**src/rtl/bg_config_ctrl.sv**
```systemverilog
// Background configuration controller: applies fill/edge-marker updates from two
// requesters at frame boundaries, one per frame, with round-robin arbitration.
module bg_config_ctrl #(
    parameter int          STARTUP_FRAMES = 2,
    parameter logic [11:0] DEFAULT_FILL   = 12'h888
) (
    input  logic        pclk,
    input  logic        rst_n,
    input  logic        vblnk_in,
    input  logic        req0,
    input  logic        req1,
    input  logic [11:0] fill0,
    input  logic [11:0] fill1,
    input  logic        bord0,
    input  logic        bord1,
    output logic        ack0,
    output logic        ack1,
    output logic [11:0] fill_rgb_out,
    output logic        border_en_out,
    output logic        blank_out,
    output logic [15:0] frame_cnt,
    output logic        pending
);

    localparam int SW = (STARTUP_FRAMES > 1) ? $clog2(STARTUP_FRAMES) : 1;

    typedef enum logic [1:0] {
        IDLE     = 2'd0,
        WAIT_VBL = 2'd1,
        COOLDOWN = 2'd2
    } state_t;

    state_t          state_reg;
    logic            vblnk_reg;
    logic            vbl_rise;
    logic            ptr_reg;
    logic            last_grant_reg;
    logic [1:0]      ack_reg;
    logic            pending_reg;
    logic [11:0]     fill_reg;
    logic            bord_reg;
    logic            blank_reg;
    logic [SW-1:0]   startup_cnt_reg;
    logic [15:0]     frame_cnt_reg;

    logic [1:0]      req_vec;
    logic [1:0]      grant_next;
    logic [1:0]      pend_next;

    assign req_vec  = {req1, req0};
    assign vbl_rise = vblnk_in & ~vblnk_reg;

    // One-hot grant issued on the clock edge that ends the vbl_rise cycle.
    always_comb begin
        grant_next = 2'b00;
        if (state_reg == WAIT_VBL && vbl_rise) begin
            case (req_vec)
                2'b01:   grant_next = 2'b01;
                2'b10:   grant_next = 2'b10;
                2'b11:   grant_next = ptr_reg ? 2'b10 : 2'b01;
                default: grant_next = 2'b00;
            endcase
        end
    end

    // A request stops counting as pending once it is granted and while its ack is out.
    generate
        for (genvar gi = 0; gi < 2; gi++) begin : g_pend
            assign pend_next[gi] = req_vec[gi] & ~grant_next[gi] &
                                   ~(state_reg == COOLDOWN && last_grant_reg == 1'(gi));
        end
    endgenerate

    always_ff @(posedge pclk or negedge rst_n) begin
        if (!rst_n) begin
            state_reg       <= IDLE;
            vblnk_reg       <= 1'b0;
            ptr_reg         <= 1'b0;
            last_grant_reg  <= 1'b0;
            ack_reg         <= 2'b00;
            pending_reg     <= 1'b0;
            fill_reg        <= DEFAULT_FILL;
            bord_reg        <= 1'b1;
            blank_reg       <= (STARTUP_FRAMES != 0);
            startup_cnt_reg <= '0;
            frame_cnt_reg   <= 16'd0;
        end else begin
            vblnk_reg   <= vblnk_in;
            ack_reg     <= grant_next;
            pending_reg <= |pend_next;

            if (vbl_rise) begin
                frame_cnt_reg <= frame_cnt_reg + 16'd1;
            end

            if (vbl_rise && blank_reg) begin
                if (startup_cnt_reg == SW'(STARTUP_FRAMES - 1)) begin
                    blank_reg <= 1'b0;
                end else begin
                    startup_cnt_reg <= startup_cnt_reg + SW'(1);
                end
            end

            case (state_reg)
                IDLE: begin
                    if (|req_vec) begin
                        state_reg <= WAIT_VBL;
                    end
                end
                WAIT_VBL: begin
                    if (!(|req_vec)) begin
                        state_reg <= IDLE;
                    end else if (vbl_rise) begin
                        state_reg      <= COOLDOWN;
                        ptr_reg        <= grant_next[0];
                        last_grant_reg <= grant_next[1];
                        if (grant_next[1]) begin
                            fill_reg <= fill1;
                            bord_reg <= bord1;
                        end else begin
                            fill_reg <= fill0;
                            bord_reg <= bord0;
                        end
                    end
                end
                COOLDOWN: begin
                    // The requester just acked is ignored here; only the other one can re-arm.
                    if (last_grant_reg ? req0 : req1) begin
                        state_reg <= WAIT_VBL;
                    end else begin
                        state_reg <= IDLE;
                    end
                end
                default: state_reg <= IDLE;
            endcase
        end
    end

    assign ack0          = ack_reg[0];
    assign ack1          = ack_reg[1];
    assign fill_rgb_out  = fill_reg;
    assign border_en_out = bord_reg;
    assign blank_out     = blank_reg;
    assign frame_cnt     = frame_cnt_reg;
    assign pending       = pending_reg;

endmodule
```
**config.mk**
```make
export PLATFORM = sky130hd
export DESIGN_NAME = bg_config_ctrl
export DESIGN_NICKNAME = d
export VERILOG_FILES = /design/src/rtl/bg_config_ctrl.sv
export SDC_FILE = /design/constraint.sdc
export NUM_CORES = 1
export LEC_CHECK = 0
export BUFFER_PORTS_ARGS = -buffer_cell sky130_fd_sc_hd__buf_2
export CORE_MARGIN = 2
export CORE_UTILIZATION = 45
export DETAILED_ROUTE_END_ITERATION = 6
export GPL_ROUTABILITY_DRIVEN = 0
export HOLD_SLACK_MARGIN = 0.03
export PLACE_DENSITY = 0.77
export SYNTH_ARGS = -nofsm -noshare
export SYNTH_HDL_FRONTEND = slang
export SYNTH_SLANG_ARGS = --single-unit
```
**constraint.sdc**
```tcl
create_clock -name pclk -period 4.7 [get_ports pclk]
set_clock_uncertainty 0.2 [all_clocks]
set_input_delay 1.175 -clock pclk [delete_from_list [all_inputs] [get_ports pclk]]
set_output_delay 1.175 -clock pclk [all_outputs]
set_load 0.005 [all_outputs]
```
==> impl_metrics.json, run 1 <==
{
  "grt_setup_unrepaired": "false",
  "timing.critical_path.required_ns": 4.61,
  "crit_path_cell_trace": "buf_2 > nand4bb_1 > nor2_2 > o22ai_1",
  "postSynth.asyncResetShare": 1.00,
  "ys_seq_area_frac": 0.546,
  "timing_hold_violations_final": 0,
  "post_cts_resized": 0,
  "setup.worst_path.start_class": "primary input",
  "min-delay-path-class": "reg2reg",
  "critPathMaxStageDelay_ns": 0.89,
  "intPower_uw": 650,
  "clk_latency_ns": 0.28,
  "slowest_stage": "sky130_fd_sc_hd__nor2_2",
  "ys_top_cells_by_area": "sky130_fd_sc_hd__dfrtp_1 (47%), sky130_fd_sc_hd__dfstp_2 (7.3%), sky130_fd_sc_hd__mux2i_1 (7.2%)",
  "synthCells": 150,
  "power_switching_share": 0.307,
  "fraction_of_final_layout_cells_sized_beyond_drive_strength_1": 0.429,
  "setup_violations": 0,
  "dp.final_hpwl_um": 2350,
  "grt_remaining_overflow": 0,
  "synth-warning-count": 0,
  "placementRows": 22,
  "type_of_the_worst_setup_path": "in2reg",
  "area_growth_pct": 24.1,
  "powerDensity_nw_per_um2": 421,
  "detailedRoute.firstIterationViolations": 68,
  "design.die.area_um2": 4520,
  "final_net_count": 248,
  "grtUsageTotal": 0.158,
  "power.static_leakage_uw": 0.00112,
  "holdBufCountCts": 0,
  "largest_register_ff_count": 16,
  "setup_total_negative_slack_ns": 0,
  "clkTransAtPathRegs_ns": 0.07,
  "layout_min_cycle_time_ns": 2.68,
  "avgSynthCellArea_um2": 12.0,
  "vdd_drop_max_mv": 0.214,
  "mappedNetlistArea_um2": 1800,
  "cts.repair_timing.setup_buffer_count": 0,
  "die_wd_um": 67.2,
  "total_net_switching_power_uw": 288,
  "routedWlPerCell_um": 11.6,
  "ys_dominant_reg_cell": "sky130_fd_sc_hd__dfrtp_1",
  "wirelength_um": 3090,
  "cts_tree": "built",
  "cts.sinks": 39,
  "drc_errors": 0,
  "port-buffer-count": 63,
  "fmax_mhz": 373,
  "path_delay_family": "simple AND/OR/NAND/NOR gates",
  "outcome": "finished, final reports clean",
  "number_of_global_route_vias_before_repair": 1200,
  "h_tree_levels": 2,
  "tritoncts.num_buffers": 5,
  "ctsRootBufferMaster": "sky130_fd_sc_hd__clkbuf_8",
  "min_period_over_period": 0.570,
  "grt_start_max_net_pins": 40,
  "power.sequential.fraction": 0.513,
  "max_cap_violations": 0,
  "antenna_violating_nets_post_route": 0,
  "tightest_slew_ns": 1.09,
  "vias_per_cell": 4.85,
  "crit-reg2reg-launch": "vblnk_reg$_DFF_PN0_",
  "power_frac_clock": 0.239,
  "first_pass_iters": 4,
  "critical_path.endpoint_type": "flip-flop",
  "cts.path.max_buffers": 2,
  "chipHeight_um": 67.2,
  "mappedNetlistNets": 182,
  "netlist.area_leader.share": 0.473,
  "area_leader_netlist": "sky130_fd_sc_hd__dfrtp_1",
  "antenna_violations_before_repair": 0,
  "synth-edff-count": 0,
  "slew_viol_final": 0,
  "yosysUniqueCellTypes": 40,
  "critical_path_buf_inv_count": 1,
  "worst_slew_slack_as_a_fraction_of_its_limit": 0.273,
  "cp_max_fo": 29,
  "initial_core_util": 0.480,
  "power.total_uw": 938,
  "route.vias.total": 1284,
  "hold_ws_ns": 0.214,
  "worst_setup_path_startpoint": "vblnk_in",
  "io_pins": 64,
  "min-delay-start": "startup_cnt_reg$_DFFE_PN0N_",
  "worst-endpoint-arrival_ns": 2.59,
  "grt_first_pass_wirelength_um": 5220,
  "antenna_cells_inserted": 0,
  "comb_power_share": 0.248,
  "core_outline_area_um2": 3740,
  "postSynthRegisterBits": 39
}
==> power groups by stage <==
stage / Sequential (uW) / Combinational, uW / Clock, uW
floorplan: 487 / 135 / 0
global route: 492 / 263 / 256
detailed placement: 487 / 239 / 0
CTS: 482 / 239 / 233
finish: 481 / 233 / 224
global placement: 487 / 231 / 0
==> cells in the mapped netlist, types with 2 or more instances <==
cell type and n:
sky130_fd_sc_hd__nand3_1 3, sky130_fd_sc_hd__xor2_1 5, sky130_fd_sc_hd__nor2_1 20, sky130_fd_sc_hd__a21oi_2 7, sky130_fd_sc_hd__xnor2_1 10, sky130_fd_sc_hd__a21oi_1 9
sky130_fd_sc_hd__nor4_4 2, sky130_fd_sc_hd__nor2b_1 2, sky130_fd_sc_hd__dfrtp_1 34, sky130_fd_sc_hd__and3_1 2, sky130_fd_sc_hd__mux2i_1 13, sky130_fd_sc_hd__dfstp_2 5
sky130_fd_sc_hd__nand4_1 2, sky130_fd_sc_hd__buf_2 2, sky130_fd_sc_hd__nand2_1 9
==> metal layers <==
layer | global-route usage | vias up | wire length (um)
met5 | 0 | - | 0
met4 | 0.0689 | 0 | 38
met3 | 0.0617 | 4 | 257
met2 | 0.246 | 53 | 1400
met1 | 0.194 | 577 | 1380
li1 | - | 650 | -
==> cell families after synthesis <==
logic type                 count (synthesis)  share of synthesized area
AOI/OAI and AO/OA                         25                      0.101
xor gates and xnor gates                  15                     0.0731
adders and majority gates                  1                    0.00696
buffers and inverters                      6                     0.0243
DFF                                       39                      0.546
muxes                                     14                     0.0786
and+or+nand+nor                           50                      0.170
==> layout make-up <==
cell class / instances / area (um^2)
Clock inverter: 1 / 5.00
Tap cell: 48 / 60.1
Clock buffer: 7 / 86.3
Timing Repair Buffer: 63 / 315
Inverter: 2 / 7.51
Fill cell: 330 / 1510
Sequential cell: 39 / 982
Multi-Input combinational cell: 105 / 774
==> final timing paths <==
| check | end | cells past startpoint | slack (ns) |
|---|---|---|---|
| max in group asynchronous | fill_rgb_out[10]$_DFFE_PN0P_ | 1 | 3.00 |
| min in group asynchronous | frame_cnt[5]$_DFFE_PN0N_ | 1 | 0.78 |
| worst min-delay path | blank_out$_DFFE_PN1P_ | 1 | 0.21 |
| worst max register to register | last_grant_reg$_DFFE_PN0P_ | 3 | 2.56 |
| worst max-delay path | last_grant_reg$_DFFE_PN0P_ | 4 | 2.02 |
| worst min register to register | blank_out$_DFFE_PN1P_ | 1 | 0.21 |
==> metrics by stage <==
| step | cell area [um^2] | setup WS, ns | std cells | util |
|---|---|---|---|---|
| after CTS | 2230 | 1.99 | 265 | 0.596 |
| after global placement | 2140 | 1.71 | 257 | 0.572 |
| after floorplan | 1800 | 2.44 | 150 | - |
| after global routing | 2230 | 1.80 | 265 | 0.596 |
| final | 2230 | 2.02 | 265 | 0.596 |
| after detailed placement | 2140 | 1.65 | 257 | 0.572 |
==> cell usage in the layout (no fill, tap or decap), types with 2 or more instances in the layout <==
cell type / n
sky130_fd_sc_hd__a21oi_1: 9
sky130_fd_sc_hd__nand4_1: 2
sky130_fd_sc_hd__a21oi_2: 7
sky130_fd_sc_hd__buf_2: 63
sky130_fd_sc_hd__nor4_4: 2
sky130_fd_sc_hd__nand3_1: 3
sky130_fd_sc_hd__nor2_1: 19
sky130_fd_sc_hd__mux2i_1: 13
sky130_fd_sc_hd__dfrtp_1: 34
sky130_fd_sc_hd__clkbuf_8: 6
sky130_fd_sc_hd__dfstp_2: 5
sky130_fd_sc_hd__nand2_1: 9
sky130_fd_sc_hd__xnor2_1: 10
sky130_fd_sc_hd__and3_1: 2
sky130_fd_sc_hd__nor2b_1: 2
sky130_fd_sc_hd__xor2_1: 5
Note: power is estimated with default switching activity, not from simulation.
==> run 2, diff against run 1 <==
==> constraint.sdc (replaced) <==
create_clock -name pclk -period 2.7 [get_ports pclk]
set_clock_uncertainty 0.2 [all_clocks]
set_input_delay 0.675 -clock pclk [delete_from_list [all_inputs] [get_ports pclk]]
set_output_delay 0.675 -clock pclk [all_outputs]
set_load 0.005 [all_outputs]
==> impl_metrics.json, run 2 (synthesized netlist as in run 1, its figures left out) <==
{
  "worst-endpoint-arrival_ns": 1.84,
  "grt_setup_unrepaired": "false",
  "timing.critical_path.required_ns": 2.71,
  "fraction_of_final_layout_cells_sized_beyond_drive_strength_1": 0.438,
  "placedInstanceArea_um2": 2150,
  "power.sequential.fraction": 0.500,
  "crit_path_cell_trace": "buf_2 > nand4bb_1 > nor2_2 > buf_4 > nor2_1 > a21oi_1",
  "clk_latency_ns": 0.28,
  "power.static_leakage_uw": 0.00113,
  "area_growth_pct": 25.6,
  "first_pass_iters": 3,
  "chipHeight_um": 67.2,
  "total_net_switching_power_uw": 514,
  "largest_register_ff_count": 16,
  "drc_errors": 0,
  "cts.repair_timing.setup_buffer_count": 0,
  "power_switching_share": 0.307,
  "antenna_violating_nets_post_route": 0,
  "route.vias.total": 1328,
  "max_cap_violations": 0,
  "routedWlPerCell_um": 11.8,
  "ctsRootBufferMaster": "sky130_fd_sc_hd__clkbuf_8",
  "intPower_uw": 1160,
  "critical_path.endpoint_type": "flip-flop",
  "wirelength_um": 3140,
  "initial_core_util": 0.480,
  "h_tree_levels": 2,
  "number_of_global_route_vias_before_repair": 1279,
  "leading_cell_type_in_the_layout_fill_and_taps_excluded": "sky130_fd_sc_hd__buf_2",
  "grt_first_pass_wirelength_um": 5400,
  "grt_remaining_overflow": 0,
  "worst_slew_slack_as_a_fraction_of_its_limit": 0.444,
  "most-common-layout-cells": "sky130_fd_sc_hd__buf_2 (63), sky130_fd_sc_hd__dfrtp_1 (34), sky130_fd_sc_hd__nor2_1 (19)",
  "min_period_over_period": 0.679,
  "vias_per_cell": 4.97,
  "finalInstanceArea_um2": 2260,
  "clkTransAtPathRegs_ns": 0.08,
  "setup.worst_path.start_class": "primary input",
  "slowest_stage": "sky130_fd_sc_hd__nor2_2",
  "antenna_violations_before_repair": 0,
  "placementRows": 22,
  "detailedRoute.firstIterationViolations": 57,
  "core_outline_area_um2": 3740,
  "critPathMaxStageDelay_ns": 0.40,
  "port-buffer-count": 63,
  "grtUsageTotal": 0.160,
  "r2r_slack_ns": 0.91,
  "cts.path.max_buffers": 2,
  "outcome": "finished, final reports clean",
  "die_wd_um": 67.2,
  "filler_cell_count_in_the_final_layout": 341,
  "holdBufCountCts": 0,
  "vdd_drop_max_mv": 0.442,
  "power_frac_clock": 0.256,
  "cts_tree": "built",
  "tightest_slew_ns": 0.833,
  "antenna_cells_inserted": 0,
  "cp_max_fo": 11,
  "type_of_the_worst_setup_path": "in2reg",
  "fmax_mhz": 545,
  "grt_start_max_net_pins": 40,
  "final_net_count": 250,
  "tritoncts.num_buffers": 5,
  "design.die.area_um2": 4520,
  "dp.final_hpwl_um": 2370,
  "timing_hold_violations_final": 0,
  "cts.sinks": 39,
  "comb_power_share": 0.243,
  "power.total_uw": 1670,
  "setup_total_negative_slack_ns": 0,
  "post_cts_resized": 0,
  "min-delay-path-class": "reg2reg",
  "io_pins": 64,
  "slew_viol_final": 0,
  "powerDensity_nw_per_um2": 741,
  "layout_min_cycle_time_ns": 1.83,
  "setup_violations": 0
}
run 2: path summary, 6_finish.rpt:
kind	end	startpoint	cells after the start
setup / recovery	fill_rgb_out[4]$_DFFE_PN0P_	vblnk_in	6
hold / removal	blank_out$_DFFE_PN1P_	startup_cnt_reg$_DFFE_PN0N_	1
setup reg to reg	fill_rgb_out[4]$_DFFE_PN0P_	vblnk_reg$_DFF_PN0_	5
hold reg to reg	blank_out$_DFFE_PN1P_	startup_cnt_reg$_DFFE_PN0N_	1
max in group asynchronous	fill_rgb_out[1]$_DFFE_PN0P_	rst_n	1
min in group asynchronous	frame_cnt[11]$_DFFE_PN0N_	rst_n	1
run 2: cell type report:
class                   instances  area (um^2)  share of cell area
multi-input cells             105          774               0.343
repair buffers                 65          330               0.146
clock inverters                 1         7.51             0.00332
well taps                      48         60.1              0.0266
inverters                       2         7.51             0.00332
clock buffers                   7         96.3              0.0427
flip-flops and latches         39          982               0.435
run 2: layer usage:
layer,vias up,wire length (um),GRT usage
met4,0,40,0.0765
met3,5,250,0.0500
met1,621,1420,0.185
li1,653,-,-
met5,-,0,0
met2,49,1440,0.270
run 2: through the flow:
step           instances   util  hold slack (ns)  worst slack [ns]
6_report             267  0.603            0.231             0.866
5_1_grt              267  0.603            0.268             0.723
4_1_cts              267  0.603            0.231             0.863
3_5_place_dp         259  0.576            0.220             0.553
3_3_place_gp         259  0.576            0.201             0.604
2_1_floorplan        150      -            0.179             0.940
run 2: critical path, delay by kind of cell:
kind | cells | cell delay, ns
simple gates | 3 | 0.66
compound gates | 1 | 0.11
buf+inv | 2 | 0.40
run 2: power by group through the flow:
stage | Combinational, uW | Clock [uW] | Sequential, uW
after floorplan | 235 | 0 | 847
after global placement | 405 | 0 | 847
after detailed placement | 419 | 0 | 848
after CTS | 418 | 445 | 839
after global routing | 460 | 473 | 857
final | 407 | 429 | 837
